--- src/rtl/fetch_stage_pkg.sv ---
// Shared constants and state encoding for the instruction-fetch stage.
package fetch_stage_pkg;

    localparam int unsigned AW_DEF     = 16;
    localparam int unsigned DW_DEF     = 16;
    localparam int unsigned PC_INC_DEF = 1;

    localparam logic [15:0] RESET_PC = 16'h0000;

    typedef enum logic [1:0] {
        ST_IDLE  = 2'd0,
        ST_REQ   = 2'd1,
        ST_HOLD  = 2'd2,
        ST_DRAIN = 2'd3
    } fetch_state_e;

endpackage

--- src/rtl/fetch_stage_if_out_reg.sv ---
// One-entry output register holding the fetched word and its address for decode.
module if_out_reg
    import fetch_stage_pkg::*;
#(
    parameter int unsigned AW = AW_DEF,
    parameter int unsigned DW = DW_DEF
) (
    input  logic          clk,
    input  logic          rst_n,
    input  logic          load,
    input  logic          clear,
    input  logic [DW-1:0] d_instr,
    input  logic [AW-1:0] d_pc,
    output logic          valid,
    output logic [DW-1:0] instr,
    output logic [AW-1:0] pc
);

    // Load captures a new word; clear only drops valid so the payload stays visible.
    always_ff @(posedge clk or negedge rst_n) begin
        if (!rst_n) begin
            valid <= 1'b0;
            instr <= '0;
            pc    <= AW'(RESET_PC);
        end else if (load) begin
            valid <= 1'b1;
            instr <= d_instr;
            pc    <= d_pc;
        end else if (clear) begin
            valid <= 1'b0;
        end
    end

endmodule

--- src/rtl/fetch_stage.sv ---
// Instruction-fetch stage: requests the word at pc, buffers it for decode, steers the pc.
module fetch_stage
    import fetch_stage_pkg::*;
#(
    parameter int unsigned AW     = AW_DEF,
    parameter int unsigned DW     = DW_DEF,
    parameter int unsigned PC_INC = PC_INC_DEF
) (
    input  logic          clk,
    input  logic          rst_n,
    input  logic [AW-1:0] pc_cur,
    output logic [AW-1:0] pc_nxt,
    output logic          pc_wrt_s2,
    input  logic          redirect,
    input  logic [AW-1:0] redirect_pc,
    output logic          imem_req,
    output logic [AW-1:0] imem_addr,
    input  logic          imem_ack,
    input  logic [DW-1:0] imem_rdata,
    output logic          if_valid,
    output logic [DW-1:0] if_instr,
    output logic [AW-1:0] if_pc,
    input  logic          id_ready
);

    fetch_state_e  state;
    fetch_state_e  state_nxt;
    logic [AW-1:0] addr_q;
    logic          out_load;
    logic          out_clear;
    logic          addr_load;

    // State register.
    always_ff @(posedge clk or negedge rst_n) begin
        if (!rst_n) begin
            state <= ST_IDLE;
        end else begin
            state <= state_nxt;
        end
    end

    // Next state, pc steering and output-register controls; redirect outranks everything.
    always_comb begin
        state_nxt = state;
        pc_wrt_s2 = 1'b0;
        pc_nxt    = '0;
        out_load  = 1'b0;
        out_clear = 1'b0;
        addr_load = 1'b0;
        case (state)
            ST_IDLE: begin
                state_nxt = ST_REQ;
            end
            ST_REQ: begin
                if (redirect) begin
                    pc_wrt_s2 = 1'b1;
                    pc_nxt    = redirect_pc;
                    if (imem_ack) begin
                        state_nxt = ST_REQ;
                    end else begin
                        addr_load = 1'b1;
                        state_nxt = ST_DRAIN;
                    end
                end else if (imem_ack) begin
                    pc_wrt_s2 = 1'b1;
                    pc_nxt    = pc_cur + AW'(PC_INC);
                    out_load  = 1'b1;
                    state_nxt = ST_HOLD;
                end
            end
            ST_HOLD: begin
                if (redirect) begin
                    pc_wrt_s2 = 1'b1;
                    pc_nxt    = redirect_pc;
                    out_clear = 1'b1;
                    state_nxt = ST_REQ;
                end else if (id_ready) begin
                    out_clear = 1'b1;
                    state_nxt = ST_REQ;
                end
            end
            ST_DRAIN: begin
                if (redirect) begin
                    pc_wrt_s2 = 1'b1;
                    pc_nxt    = redirect_pc;
                end else if (imem_ack) begin
                    state_nxt = ST_REQ;
                end
            end
            default: begin
                state_nxt = ST_IDLE;
            end
        endcase
    end

    // Memory request port; the address only moves when a new request begins.
    always_ff @(posedge clk or negedge rst_n) begin
        if (!rst_n) begin
            imem_req  <= 1'b0;
            imem_addr <= AW'(RESET_PC);
            addr_q    <= AW'(RESET_PC);
        end else begin
            imem_req <= (state_nxt == ST_REQ) || (state_nxt == ST_DRAIN);
            if (addr_load) begin
                addr_q <= pc_cur;
            end
            if ((state_nxt == ST_REQ) && ((state != ST_REQ) || pc_wrt_s2)) begin
                // A pc write this cycle lands in pc_cur only after the edge, so forward it.
                imem_addr <= pc_wrt_s2 ? pc_nxt : pc_cur;
            end else if (state_nxt == ST_DRAIN) begin
                imem_addr <= addr_load ? pc_cur : addr_q;
            end
        end
    end

    if_out_reg #(
        .AW (AW),
        .DW (DW)
    ) u_if_out_reg (
        .clk     (clk),
        .rst_n   (rst_n),
        .load    (out_load),
        .clear   (out_clear),
        .d_instr (imem_rdata),
        .d_pc    (pc_cur),
        .valid   (if_valid),
        .instr   (if_instr),
        .pc      (if_pc)
    );

endmodule

--- config.mk ---
export PLATFORM = sky130hd
export DESIGN_NAME = fetch_stage
export DESIGN_NICKNAME = d
export VERILOG_FILES = /design/src/rtl/fetch_stage_pkg.sv /design/src/rtl/fetch_stage_if_out_reg.sv /design/src/rtl/fetch_stage.sv
export SDC_FILE = /design/constraint.sdc
export NUM_CORES = 1
export LEC_CHECK = 0
export BUFFER_PORTS_ARGS = -buffer_cell sky130_fd_sc_hd__buf_2
export CAP_MARGIN = 20
export CORE_UTILIZATION = 35
export CTS_CLUSTER_SIZE = 30
export DETAILED_ROUTE_END_ITERATION = 6
export PLACE_DENSITY = 0.63
export SLEW_MARGIN = 20
export SYNTH_ARGS = -nofsm -noshare
export SYNTH_HDL_FRONTEND = slang
export SYNTH_SLANG_ARGS = --single-unit
--- constraint.sdc ---
create_clock -name clk -period 1.9 [get_ports clk]
set_clock_uncertainty 0.05 [all_clocks]
set_input_delay 0.095 -clock clk [delete_from_list [all_inputs] [get_ports clk]]
set_output_delay 0.095 -clock clk [all_outputs]
set_load 0.01 [all_outputs]
==> results.md <==
- Die ar.: roughly 0.010 mm2
- Residual DRC: 0
- Tmin final: ~2100 ps
- Insertion delay to the later sink of the worst-skew pair: 360 ps
- Req. time, crit path: 1750 ps
- Synthesized area: approximately 0.0035 mm2
- Syn avg cell area: just under 9 um2
- Post-synthesis adder-cell area fraction: less than 1%
- YS warnings: 0
- Non-filler cells, final: roughly 730
- Clock sink total: 68
- Detailed Place HPWL: around 7700 um
- Number of synthesized flops with an enable pin: 0
- Util after Layout: between 50% and 60%
- N_diodes: 0
- R2R Path End: imem_addr[7]
- Violated checks: negative setup slack
- First-pass DRT Iterations: 4
- Max Root-Sink Buffers: 2
- Nets: about 650
- Synth area leaders: dfrtp_1, nand2_1, nor2_1
- Total congestion overflow: 0
- Status: finished, violations left
- WL/cell: around 16 um
- Final setup margin: -228 ps
- Die Ht: about 100 um
- Initial antenna violation count: 0
- CTS tree: done
- #FFs+latches synth: just under 70
- Pins over their slew limit: 0
- Clock transition at path regs: 80 ps
- # setup viols final: 23
- R2R cell count: 6
- ANT nets after route: 0
- Core Area: between 0.009 and 0.01 mm2
- HP Class: in -> reg
- CTS Root Cell: clkbuf_8
- Mux contribution to synthesized area: ~5%
- Number of max-cap violations: 0
- Critical path class: reg -> out
- # fillers: about 900
- Peak VDD IR: 0.557 mV
- Worst Setup EP: pc_nxt[10]
- Synth Area in Simple Gates: about 22%
- Synth cell types: 53
- Post-Synth XOR/XNOR Area: approximately 2.8%
- Crit. End Element: output port
- CP Data Arrival Time: 1980 ps
- Most used DFF post-synth: dfrtp_1
- Worst Tran Pin Value: 421 ps
- P&R area growth vs syn: 55.6%
- Largest net degree at the start of global routing: 69
- Crit path launch type: flip-flop
- First-pass GRT wire length: ~18,000 um
- Flop2flop setup slack: -110 ps
- Normalized max-slew margin: roughly 70%
- PnR Total Power: between 6000 and 7000 uW
- Syn Nets: 451
- Port Buf Inserts: 119
- DP Cell Count: ~660
- PwrDens: about 1200 mW/mm2
- Overall routed net length: roughly 12,000 um
- Top cell type by total area after synthesis: dfrtp_1
- Rows: 36
- Async set or reset register ratio after synthesis: 100%
- GR Util All Layers: between 20 and 25%
- Vias in the first global route: about 3,600
- Die span in x: between 100 and 150 um
- Reg2Reg Launch Point: state[1]
- Post-DR vias/cell: between 5 and 6
- Htree depth: 3
- Worst hold slack: around 17 ps
- Commonest cells post-synth: nand2_1, dfrtp_1, nor2_1
- Post-synthesis sequential area ratio: about half
- # IOs: 120
- Crit path from: state[1]
- CTS buffer count: 9
- Hold Violations, Final: 0
- Max Fclk: between 0.4 and 0.5 GHz
- RSZ-0062 raised after global routing: yes
- Most frequent cell after synthesis: nand2_1
- Fraction of the mapped netlist area in compound gates: approximately 16%
- Via count: around 3,700
- Synth Instances: slightly below 400
- Layout cells sized above 1: a little over two fifths
- Largest family of logic cells by synthesized area: simple AND/OR/NAND/NOR gates
- Placer Congestion: 0.856
- CP max FO: 8
- Starting Density: between 30 and 40%
- DRT iter0 DRCs: around 150
- Leakage: 0.00266 uW
- Yosys top cell area share: around half
- Post-route clock period utilization: 112%
[metal layers]
metal	share of wire [%]	vias to the layer above	global-route usage [%]
li1	-	1741	-
met1	44	1796	28.9
met2	48	155	36.5
met3	6.1	24	5.24
met4	2.4	0	11.3
met5	0	-	0
[layout by cell type, fill, tap and decap left out, drive strengths merged, types with 2 or more instances in the layout]
| master | netlist | routed |
|---|---|---|
| dfrtp | 68 | 68 |
| a221o | 3 | 3 |
| o211ai | 4 | 4 |
| nor4 | 2 | 2 |
| o22ai | 7 | 7 |
| xnor2 | 7 | 7 |
| mux2 | 9 | 9 |
| nor2 | 29 | 29 |
| a32o | 3 | 3 |
| a211oi | 5 | 5 |
| nor3b | 2 | 2 |
| clkinvlp | 0 | 2 |
| nand2 | 115 | 115 |
| a311oi | 5 | 5 |
| nor2b | 3 | 3 |
| clkbuf | 14 | 9 |
| a21oi | 17 | 17 |
| inv | 13 | 14 |
| a21o | 5 | 5 |
| and2 | 2 | 2 |
| a22o | 3 | 3 |
| bufinv | 0 | 2 |
| mux2i | 7 | 7 |
| nand4 | 3 | 3 |
| dlygate4sd3 | 0 | 26 |
| o21ai | 22 | 22 |
| buf | 15 | 186 |
| o31a | 2 | 2 |
| nand3 | 5 | 5 |
| or3b | 3 | 3 |
| a31oi | 2 | 2 |
| or4 | 2 | 2 |
| and3 | 2 | 2 |
| xor2 | 4 | 4 |
[metrics by stage]
step	area, um2	setup TNS, ps	worst slack (ps)
CTS	5290	-547	-183
global route	5420	-3600	-286
finish	5420	-1740	-228
detailed placement	4500	-112	-32.7
floorplan	3480	0	1.92
global placement	4500	-1.23	-0.816
[registers in the layout, indices dropped and copies added (netlist names)]
| register | flops |
|---|---|
| imem_addr | 16 |
| state | 2 |
| u_if_out_reg.valid | 1 |
| u_if_out_reg.instr | 16 |
| imem_req | 1 |
| u_if_out_reg.pc | 16 |
| addr_q | 16 |
[report_power, final]
group          switching [uW]  internal [uW]  total, uW
clock network             607            734       1340
registers                 301           2060       2360
logic                    1350           1230       2580
total                    2250           4030       6280
[kinds of logic after synthesis]
logic type / Yosys count
mux: 16
fa+ha+maj: 1
flops: 68
compound gates: 85
xor+xnor: 11
simple gates: 174
buf+inv: 42
[layout make-up]
type	instances	area (um2)	area share (%)
clock buffer	9	124	2.28
clock inverter	6	88.8	1.64
tap	133	166	3.07
sequential	68	1700	31.4
multi-input combinational	287	1840	33.9
inverter	13	48.8	0.900
timing repair buffer	212	1450	26.8
[what timing repair did]
| item | CTS | global route |
|---|---|---|
| endpoints found under the setup margin | 21 | 32 |
| hold endpoints to repair | 94 | 0 |
| resized for setup | 45 | 21 |
| hold buffers | 26 | 0 |
| cloned | 1 | 0 |
| setup buffers | 18 | 5 |
| pin swaps | 13 | 11 |
[worst min-delay path by stage]
stage	startpoint	endpoint	slack [ps]	cells past startpoint
finish	pc_cur[10]	u_if_out_reg.pc[10]	20	3
global route	pc_cur[10]	u_if_out_reg.pc[10]	20	3
CTS	pc_cur[10]	u_if_out_reg.pc[10]	4	3
detailed placement	rst_n	u_if_out_reg.valid	100	2
global placement	rst_n	u_if_out_reg.valid	100	2
floorplan	rst_n	addr_q[0]	-250	0
[worst max-delay path: stages, from the launching register on]
cell and delay (ps):
dfrtp_1 390, buf_4 150, buf_8 140, nor3b_4 290, buf_4 190, o21ai_2 70, buf_4 150, a21oi_2 120
buf_2 140
No activity file was read; power rests on OpenSTA's default activity.
